**config.mk**
```make
export PLATFORM = sky130hd
export DESIGN_NAME = branch_resolve_flat
export DESIGN_NICKNAME = d
export VERILOG_FILES = /design/src/rtl/branch_resolve_if.sv /design/src/rtl/branch_resolve.sv /design/src/flat_wrapper.sv
export SDC_FILE = /design/constraint.sdc
export NUM_CORES = 1
export LEC_CHECK = 0
export ABC_AREA = 0
export BUFFER_PORTS_ARGS = -buffer_cell sky130_fd_sc_hd__clkbuf_2
export CAP_MARGIN = 20
export CORE_MARGIN = 2
export CORE_UTILIZATION = 30
export CTS_CLUSTER_DIAMETER = 100
export DETAILED_ROUTE_END_ITERATION = 10
export PLACE_DENSITY = 0.46
export SYNTH_ARGS = -nofsm -noshare
export SYNTH_HDL_FRONTEND = slang
export SYNTH_SLANG_ARGS = --single-unit
```
**constraint.sdc**
```tcl
create_clock -name clk -period 5.95 [get_ports clk]
set_input_delay 0.8925 -clock clk [delete_from_list [all_inputs] [get_ports clk]]
set_output_delay 0.8925 -clock clk [all_outputs]
set_load 0.02 [all_outputs]
```
**src/rtl/branch_resolve_if.sv**
```systemverilog
// Fetch-side push port, execute-side resolve port and the BLT training / flush outputs of branch_resolve.
// The DUT connects through the slave modport; fetch/execute (or a bench) connects through master.
interface branch_resolve_if #(
    parameter int ADDR_WIDTH  = 16,
    parameter int COUNT_WIDTH = 32
);
    logic                   push;
    logic [ADDR_WIDTH-1:0]  push_pc;
    logic                   push_pred_taken;
    logic [ADDR_WIDTH-1:0]  push_pred_target;
    logic                   push_ready;

    logic                   resolve;
    logic [ADDR_WIDTH-1:0]  resolve_pc;
    logic                   resolve_taken;
    logic [ADDR_WIDTH-1:0]  resolve_target;

    logic                   blt_write;
    logic [ADDR_WIDTH-1:0]  blt_write_key;
    logic [ADDR_WIDTH-1:0]  blt_write_val;
    logic                   blt_hit;

    logic                   flush;
    logic [ADDR_WIDTH-1:0]  flush_pc;
    logic                   sync_error;
    logic [COUNT_WIDTH-1:0] branch_count;
    logic [COUNT_WIDTH-1:0] mispredict_count;

    modport master (
        output push, push_pc, push_pred_taken, push_pred_target,
        output resolve, resolve_pc, resolve_taken, resolve_target,
        input  push_ready,
        input  blt_write, blt_write_key, blt_write_val, blt_hit,
        input  flush, flush_pc, sync_error, branch_count, mispredict_count
    );

    modport slave (
        input  push, push_pc, push_pred_taken, push_pred_target,
        input  resolve, resolve_pc, resolve_taken, resolve_target,
        output push_ready,
        output blt_write, blt_write_key, blt_write_val, blt_hit,
        output flush, flush_pc, sync_error, branch_count, mispredict_count
    );
endinterface

```
**src/rtl/branch_resolve.sv**
```systemverilog
// Branch resolution unit: queues fetch-time predictions, checks them against execute outcomes,
// trains the BLT, raises a one-cycle redirect flush on a mispredict and keeps statistics.
module branch_resolve #(
    parameter int ADDR_WIDTH  = 16,
    parameter int DEPTH       = 8,
    parameter int DEPTH_LOG2  = 3,
    parameter int COUNT_WIDTH = 32
) (
    input  logic             clk,
    input  logic             reset,
    branch_resolve_if.slave  bus
);
    localparam logic [DEPTH_LOG2:0]   OCC_FULL = (DEPTH_LOG2+1)'(DEPTH);
    localparam logic [DEPTH_LOG2:0]   OCC_ONE  = (DEPTH_LOG2+1)'(1);
    localparam logic [DEPTH_LOG2-1:0] PTR_ONE  = DEPTH_LOG2'(1);
    localparam logic [DEPTH_LOG2-1:0] PTR_LAST = DEPTH_LOG2'(DEPTH-1);
    localparam logic [ADDR_WIDTH-1:0] PC_ONE   = ADDR_WIDTH'(1);
    localparam logic [COUNT_WIDTH-1:0] CNT_ONE = COUNT_WIDTH'(1);

    // Prediction storage; contents are don't-care outside the occupied window, so no reset.
    logic [ADDR_WIDTH-1:0] pc_q     [DEPTH];
    logic                  taken_q  [DEPTH];
    logic [ADDR_WIDTH-1:0] target_q [DEPTH];

    logic [DEPTH_LOG2-1:0] rd_q, rd_d;
    logic [DEPTH_LOG2-1:0] wr_q, wr_d;
    logic [DEPTH_LOG2:0]   occ_q, occ_d;

    logic                   blt_write_q;
    logic [ADDR_WIDTH-1:0]  blt_key_q;
    logic [ADDR_WIDTH-1:0]  blt_val_q;
    logic                   blt_hit_q;
    logic                   flush_q;
    logic [ADDR_WIDTH-1:0]  flush_pc_q, flush_pc_d;
    logic                   sync_error_q, sync_error_d;
    logic [COUNT_WIDTH-1:0] branch_count_q, branch_count_d;
    logic [COUNT_WIDTH-1:0] mispredict_count_q, mispredict_count_d;

    logic                  empty;
    logic                  full;
    logic                  pop;
    logic                  push_acc;
    logic                  head_taken;
    logic [ADDR_WIDTH-1:0] head_pc;
    logic [ADDR_WIDTH-1:0] head_target;
    logic                  pc_mismatch;
    logic                  mispredict;

    assign empty = (occ_q == '0);
    assign full  = (occ_q == OCC_FULL);
    assign pop   = bus.resolve && !empty;

    // A full FIFO still takes a push when the head leaves in the same cycle.
    assign push_acc = bus.push && (!full || pop);

    // An empty FIFO resolves against a not-taken, target-0 default head.
    assign head_pc     = empty ? '0   : pc_q[rd_q];
    assign head_taken  = empty ? 1'b0 : taken_q[rd_q];
    assign head_target = empty ? '0   : target_q[rd_q];

    assign pc_mismatch = bus.resolve && (empty || (head_pc != bus.resolve_pc));
    assign mispredict  = bus.resolve &&
                         ((head_taken != bus.resolve_taken) ||
                          (head_taken && bus.resolve_taken && (head_target != bus.resolve_target)));

    always_comb begin
        rd_d = rd_q;
        wr_d = wr_q;
        occ_d = occ_q;
        if (mispredict) begin
            rd_d  = '0;
            wr_d  = '0;
            occ_d = '0;
        end else begin
            if (pop) begin
                rd_d = (rd_q == PTR_LAST) ? '0 : rd_q + PTR_ONE;
            end
            if (push_acc) begin
                wr_d = (wr_q == PTR_LAST) ? '0 : wr_q + PTR_ONE;
            end
            if (push_acc && !pop) begin
                occ_d = occ_q + OCC_ONE;
            end else if (!push_acc && pop) begin
                occ_d = occ_q - OCC_ONE;
            end
        end
    end

    always_comb begin
        flush_pc_d         = flush_pc_q;
        sync_error_d       = sync_error_q | pc_mismatch;
        branch_count_d     = branch_count_q;
        mispredict_count_d = mispredict_count_q;
        if (mispredict) begin
            flush_pc_d = bus.resolve_taken ? bus.resolve_target : bus.resolve_pc + PC_ONE;
        end
        if (bus.resolve && (branch_count_q != '1)) begin
            branch_count_d = branch_count_q + CNT_ONE;
        end
        if (mispredict && (mispredict_count_q != '1)) begin
            mispredict_count_d = mispredict_count_q + CNT_ONE;
        end
    end

    always_ff @(posedge clk) begin
        if (push_acc) begin
            pc_q[wr_q]     <= bus.push_pc;
            taken_q[wr_q]  <= bus.push_pred_taken;
            target_q[wr_q] <= bus.push_pred_target;
        end
    end

    always_ff @(posedge clk) begin
        if (reset) begin
            rd_q               <= '0;
            wr_q               <= '0;
            occ_q              <= '0;
            blt_write_q        <= 1'b0;
            blt_key_q          <= '0;
            blt_val_q          <= '0;
            blt_hit_q          <= 1'b0;
            flush_q            <= 1'b0;
            flush_pc_q         <= '0;
            sync_error_q       <= 1'b0;
            branch_count_q     <= '0;
            mispredict_count_q <= '0;
        end else begin
            rd_q               <= rd_d;
            wr_q               <= wr_d;
            occ_q              <= occ_d;
            blt_write_q        <= bus.resolve;
            flush_q            <= mispredict;
            flush_pc_q         <= flush_pc_d;
            sync_error_q       <= sync_error_d;
            branch_count_q     <= branch_count_d;
            mispredict_count_q <= mispredict_count_d;
            if (bus.resolve) begin
                blt_key_q <= bus.resolve_pc;
                blt_val_q <= bus.resolve_target;
                blt_hit_q <= bus.resolve_taken;
            end
        end
    end

    assign bus.push_ready       = !full;
    assign bus.blt_write        = blt_write_q;
    assign bus.blt_write_key    = blt_key_q;
    assign bus.blt_write_val    = blt_val_q;
    assign bus.blt_hit          = blt_hit_q;
    assign bus.flush            = flush_q;
    assign bus.flush_pc         = flush_pc_q;
    assign bus.sync_error       = sync_error_q;
    assign bus.branch_count     = branch_count_q;
    assign bus.mispredict_count = mispredict_count_q;
endmodule
```
**src/flat_wrapper.sv**
```systemverilog
// flat-port wrapper written by rule: the top's interface ports become plain ports
module branch_resolve_flat 
#(
    parameter int ADDR_WIDTH  = 16,
    parameter int DEPTH       = 8,
    parameter int DEPTH_LOG2  = 3,
    parameter int COUNT_WIDTH = 32
)
  (clk, reset, bus_push, bus_push_pc, bus_push_pred_taken, bus_push_pred_target, bus_resolve, bus_resolve_pc, bus_resolve_taken, bus_resolve_target, bus_push_ready, bus_blt_write, bus_blt_write_key, bus_blt_write_val, bus_blt_hit, bus_flush, bus_flush_pc, bus_sync_error, bus_branch_count, bus_mispredict_count);
  branch_resolve_if #(.ADDR_WIDTH(ADDR_WIDTH), .COUNT_WIDTH(COUNT_WIDTH)) bus_i ();
  input  logic clk;
  input  logic reset;
  input wire logic [$bits(bus_i.push)-1:0] bus_push;
  input wire logic [$bits(bus_i.push_pc)-1:0] bus_push_pc;
  input wire logic [$bits(bus_i.push_pred_taken)-1:0] bus_push_pred_taken;
  input wire logic [$bits(bus_i.push_pred_target)-1:0] bus_push_pred_target;
  input wire logic [$bits(bus_i.resolve)-1:0] bus_resolve;
  input wire logic [$bits(bus_i.resolve_pc)-1:0] bus_resolve_pc;
  input wire logic [$bits(bus_i.resolve_taken)-1:0] bus_resolve_taken;
  input wire logic [$bits(bus_i.resolve_target)-1:0] bus_resolve_target;
  output wire logic [$bits(bus_i.push_ready)-1:0] bus_push_ready;
  output wire logic [$bits(bus_i.blt_write)-1:0] bus_blt_write;
  output wire logic [$bits(bus_i.blt_write_key)-1:0] bus_blt_write_key;
  output wire logic [$bits(bus_i.blt_write_val)-1:0] bus_blt_write_val;
  output wire logic [$bits(bus_i.blt_hit)-1:0] bus_blt_hit;
  output wire logic [$bits(bus_i.flush)-1:0] bus_flush;
  output wire logic [$bits(bus_i.flush_pc)-1:0] bus_flush_pc;
  output wire logic [$bits(bus_i.sync_error)-1:0] bus_sync_error;
  output wire logic [$bits(bus_i.branch_count)-1:0] bus_branch_count;
  output wire logic [$bits(bus_i.mispredict_count)-1:0] bus_mispredict_count;
  assign bus_i.push = bus_push;
  assign bus_i.push_pc = bus_push_pc;
  assign bus_i.push_pred_taken = bus_push_pred_taken;
  assign bus_i.push_pred_target = bus_push_pred_target;
  assign bus_i.resolve = bus_resolve;
  assign bus_i.resolve_pc = bus_resolve_pc;
  assign bus_i.resolve_taken = bus_resolve_taken;
  assign bus_i.resolve_target = bus_resolve_target;
  assign bus_push_ready = bus_i.push_ready;
  assign bus_blt_write = bus_i.blt_write;
  assign bus_blt_write_key = bus_i.blt_write_key;
  assign bus_blt_write_val = bus_i.blt_write_val;
  assign bus_blt_hit = bus_i.blt_hit;
  assign bus_flush = bus_i.flush;
  assign bus_flush_pc = bus_i.flush_pc;
  assign bus_sync_error = bus_i.sync_error;
  assign bus_branch_count = bus_i.branch_count;
  assign bus_mispredict_count = bus_i.mispredict_count;
  branch_resolve #(.ADDR_WIDTH(ADDR_WIDTH), .DEPTH(DEPTH), .DEPTH_LOG2(DEPTH_LOG2), .COUNT_WIDTH(COUNT_WIDTH)) u_core (.clk(clk), .reset(reset), .bus(bus_i));
endmodule
```
# Word-level counts from Yosys, hierarchy flattened
# Memory sizes are Yosys's and may differ from the RTL's. A register that Yosys moved wholly into a read port is not among the register bits.
# Cells that the tools add are included.
# op_classes
muxes	16
add_sub_neg	7
bitwise	1
eq_ne	8
n_reduce_logical	20
# ops
cell	count
$add A32 B1 Y32 const B	2
$ne A32 B32 Y1 const B	2
$mux W16	3
$ne A16 B16 Y1	2
$mux W3	8
$add A16 B1 Y16 const B	1
$logic_and A1 B1 Y1	10
$mux W4	2
$add A3 B1 Y3 const B	2
$eq A3 B3 Y1 const B	2
$add A4 B1 Y4 const B	1
$eq A4 B4 Y1 const B	1
$logic_not A1 Y1	4
$logic_not A4 Y1	1
$sub A4 B1 Y4 const B	1
$logic_or A1 B1 Y1	3
$mux W1	3
$reduce_bool A2 Y1	1
$reduce_or A2 Y1	1
$ne A1 B1 Y1	1
$or A1 B1 Y1	1
# word_totals
ramBits	264
out_inout_bits	117
register_bits	126
mem_count	3
# mem_list
memory	words	word_bits	rd	rd_ports_with_merged_regs	wr	line	text
u_core.pc_q	8	16	1	1	1	branch_resolve.sv:21	logic [ADDR_WIDTH-1:0] pc_q [DEPTH];
u_core.target_q	8	16	1	1	1	branch_resolve.sv:23	logic [ADDR_WIDTH-1:0] target_q [DEPTH];
u_core.taken_q	8	1	1	1	1	branch_resolve.sv:22	logic taken_q [DEPTH];

# Longest topological paths before layout
# depth
depth_word	9
ltp_mapped	14
depth_no_buf	13

# Worst setup path after synthesis
# No wires, ideal clock.
# synth_path
path_kind	input to register
start	input port bus_resolve
end	memory u_core.pc_q[0][0], enable pin
t_arrival_ps	4559
path_stages	3
path_buffers	1
setup_slack_ps	885
setup_ps	507
cell_sequence	clkbuf_1 > o21ai_1 > nor4_1
# synth_via
elab_chain_cells	5
# synth_lines
item	line	text
from (decl)	flat_wrapper.sv:17	input wire logic [$bits(bus_i.resolve)-1:0] bus_resolve;
$logic_and A1 B1 Y1	branch_resolve.sv:51	assign pop = bus.resolve && !empty;
$logic_or A1 B1 Y1	branch_resolve.sv:54	assign push_acc = bus.push && (!full || pop);
$logic_and A1 B1 Y1	branch_resolve.sv:54	
$mux W1	branch_resolve.sv:106	if (push_acc) begin
$mux W1 (not written as such)	branch_resolve.sv:107	pc_q[wr_q] <= bus.push_pc;
to (decl)	branch_resolve.sv:21	
# Every way passes these cells.

==> metrics.md <==
| Metric | Value |
|---|---|
| Status | completed |
| Slowest cell on the critical path | dfxtp_4 |
| Hold Path Class | reg -> reg |
| Fillers | 5297 |
| Core Area | 54900 µm² |
| GP Congestion | 0.752 |
| Final Power | 6.86 mW |
| Later-pin clock latency in the skew report | 580 ps |
| Worst setup EP type | flip-flop |
| Skew final | 23.2 ps |
| Final core utilization | 0.357 |
| Initial antenna violation count | 5 |
| Prevailing post-synth register cell | edfxtp_1 |
| Largest net degree at the start of global routing | 91 |
| Drc violations | 0 |
| Worst slew margin | 0.352 |
| CTS tree | yes |
| Final nets | 1453 |
| Seq pwr share | 0.463 |
| H-tree lvl count | 2 |
| Post-DRT Antenna Nets | 0 |
| Maximum vdd drop | 0.181 mV |
| Min cycle time layout | 4030 ps |
| CP Class | reg -> reg |
| Layout cells sized above 1 | 0.244 |
| Port bufs | 186 |
| DP HPWL | 29500 µm |
| Critical path cell sequence | buf_4 > mux2i_1 > a22oi_1 > a31o_2 > a22oi_1 > nand4_1 > nor4_4 > buf_4 > nor4_1 > mux2_1 |
| Pre-CTS WS | 1880 ps |
| Die Wd | 239 µm |
| Vias in the first global route | 10452 |
| CP peak stage delay | 760 ps |
| Comb power frac | 0.170 |
| Area growth, synth to finish | 18.2% |
| Clk slew on worst S/H paths | 60 ps |
| First-pass GRT wire length | 67600 µm |
| RSZ-0062 raised after global routing | no |
| Setup Total Neg Slack | 0 ps |
| Die height | 239 µm |
| Crit path max fanout | 90 |
| Int Pwr | 4.99 mW |
| Final worst path period share | 0.677 |
| Iteration-0 DRC Markers | 799 |
| Row Count | 86 |
| Die area | 57100 µm² |
| Ports | 187 |
| Yosys cell types | 52 |
| Power per standard cell area | 350 nW/µm² |
| Slew of the pin with the lowest slew margin | 969 ps |
| Register area | 10500 µm² |
| Initial Utilization | 0.302 |
| Maxcap violations | 0 |
| Setup violations, final | 0 |
| Switch share | 0.273 |
| CP required | 6390 ps |
| Setup WS post-layout | 1920 ps |
| Synth Area per Inst | 13.9 µm² |
| Routed wire length per instance | 21.6 µm |
| GR Overflow Total | 0 |
| Max Slew Vio Count | 0 |
| Net Switching | 1.87 mW |
| Total GRT Usage | 0.160 |
| Worst Path Arrival | 4470 ps |
| Post-cts hold buffer count | 0 |
| Startpoint types | flip-flop |
| Root Driver | clkbuf_16 |
| CTS Buf Count | 43 |
| Cts repair resizes | 0 |
| Sequential cell area fraction in the yosys report | 0.634 |
| Clock Tree Buf Depth | 3 |
| Cell area after synthesis | 16600 µm² |
| Seq cells post-synth | 393 |
| Fin. Hold Viols | 0 |
| Multi-input gate area | 5730 µm² |
| Highest Clock Rate | 248 MHz |
| Total number of vias | 10454 |
| Clk pwr share | 0.367 |
| Syn_nets | 1274 |
| Post-Syn Instances | 1192 |
| Postcts setup bufs | 0 |
| Hold_ws | 476 ps |
| Pre-antenna DRT Iters | 5 |
| EDFF count, synth | 264 |
| Asr flop ratio synth | 0 |
| Yosys warns | 0 |
| Leak | 6.76 nW |
| Num Clock Sinks | 393 |
| Vias/cell | 4.95 |
| WL final | 45600 µm |
-- registers in the layout, indices dropped and copies added (netlist names), named ones only --
register / cells
u_core.bus.blt_write: 1
u_core.target_q: 128
u_core.bus.sync_error: 1
u_core.pc_q: 128
u_core.bus.flush_pc: 16
u_core.wr_q: 3
u_core.occ_q: 4
u_core.taken_q: 8
u_core.bus.flush: 1
u_core.bus.blt_write_key: 16
u_core.bus.branch_count: 32
u_core.rd_q: 3
u_core.bus.blt_write_val: 16
u_core.bus.blt_hit: 1
u_core.bus.mispredict_count: 32
-- final cells by class --
| cell class | count | share of cell area |
|---|---|---|
| Antenna cell | 2 | 0.000256 |
| Tap cell | 704 | 0.0450 |
| Clock inverter | 16 | 0.00575 |
| Sequential cell | 393 | 0.537 |
| Inverter | 8 | 0.00153 |
| Timing Repair Buffer | 206 | 0.0564 |
| Clock buffer | 62 | 0.0612 |
| Multi-Input combinational cell | 719 | 0.293 |
-- synth_stat cells (26+ instances only) --
| library cell | count | area (µm²) |
|---|---|---|
| nor2_1 | 124 | 465 |
| edfxtp_1 | 264 | 7930 |
| or3_1 | 27 | 169 |
| dfxtp_1 | 129 | 2580 |
| clkbuf_1 | 41 | 154 |
| xor2_1 | 34 | 298 |
| nand3_1 | 33 | 165 |
| nand2_1 | 33 | 124 |
| mux2i_1 | 86 | 861 |
| a21oi_1 | 64 | 320 |
| nand4_1 | 26 | 163 |
| xnor2_1 | 37 | 324 |
| mux4_2 | 60 | 1350 |
-- final timing paths --
kind,from,endpoint,slack [ps],depth (start not counted)
setup / recovery,flip-flop,u_core.bus.mispredict_count[11]$_SDFFE_PP0P_,1920,10
hold / removal,u_core.bus.flush_pc[0]$_SDFFE_PP0P_,u_core.bus.flush_pc[0]$_SDFFE_PP0P_,480,2
setup reg to reg,flip-flop,u_core.bus.mispredict_count[11]$_SDFFE_PP0P_,1920,10
hold reg to reg,u_core.bus.flush_pc[0]$_SDFFE_PP0P_,u_core.bus.flush_pc[0]$_SDFFE_PP0P_,480,2
-- placed cells by master (no fill, tap or decap), types with 4 or more instances in the layout --
cell	synthesis	final
inv_1	8	8
nor4_1	8	7
mux2_1	6	6
nor3_1	18	14
buf_4	5	19
clkbuf_1	41	15
and4_1	10	10
xor2_1	34	34
a22oi_1	4	4
mux2i_1	86	86
nor3_2	0	4
o21ai_1	11	10
and2_1	6	6
nor2_1	124	121
nand4_1	26	26
dfxtp_1	129	126
a21oi_1	64	64
mux4_2	60	60
xnor2_1	37	37
nand2b_1	4	4
or4_1	20	20
nor2b_1	10	10
and3_1	22	22
clkbuf_16	0	44
clkinv_1	0	9
nand3_1	33	33
or3_1	27	27
nor3b_1	4	4
edfxtp_1	264	264
clkbuf_2	1	184
o31ai_1	17	17
ha_1	11	11
o21ai_0	20	20
nand2_1	33	33
-- power by group through the flow --
| stage | Clock [mW] | Sequential, mW | Combinational, mW |
|---|---|---|---|
| after detailed placement | 0 | 3.24 | 1.18 |
| after floorplan | 0 | 3.20 | 0.838 |
| after global placement | 0 | 3.23 | 1.16 |
| final | 2.52 | 3.17 | 1.17 |
| after global routing | 2.70 | 3.20 | 1.28 |
| after CTS | 2.60 | 3.18 | 1.19 |
-- logic make-up (layout without fill, tap and decap cells) --
logic type / after synthesis / after routing / synth area share
buffers and inverters: 80 / 292 / 0.0233
flip-flops: 393 / 393 / 0.634
XOR/XNOR: 71 / 71 / 0.0375
other: 0 / 2 / 0
multiplexers: 152 / 152 / 0.138
AND/OR/NAND/NOR: 352 / 352 / 0.112
adder cells (fa/ha/maj): 12 / 12 / 0.00952
AO/OA/AOI/OAI: 132 / 132 / 0.0460
-- stage by stage --
step | cell area [µm²] | std cells
floorplan | 16600 | 1192
global placement | 18200 | 2027
detailed placement | 18300 | 2030
CTS | 19600 | 2108
global route | 19600 | 2109
finish | 19600 | 2110
-- routing by layer --
metal | part of all wire | up-vias | track usage
li1 | - | 4900 | -
met5 | 0.00079 | - | 0
met2 | 0.45 | 249 | 0.252
met1 | 0.46 | 5233 | 0.220
met4 | 0.025 | 6 | 0.0561
met3 | 0.058 | 66 | 0.0318
-- critical path, delay by kind of cell (launching register included) --
kind	cells	cell delay [ps]
and+or+nand+nor	3	580
DFF	1	760
AOI/OAI and AO/OA	3	640
buffers and inverters	2	1220
muxes	2	620
Note: power is estimated with default switching activity, not from simulation.
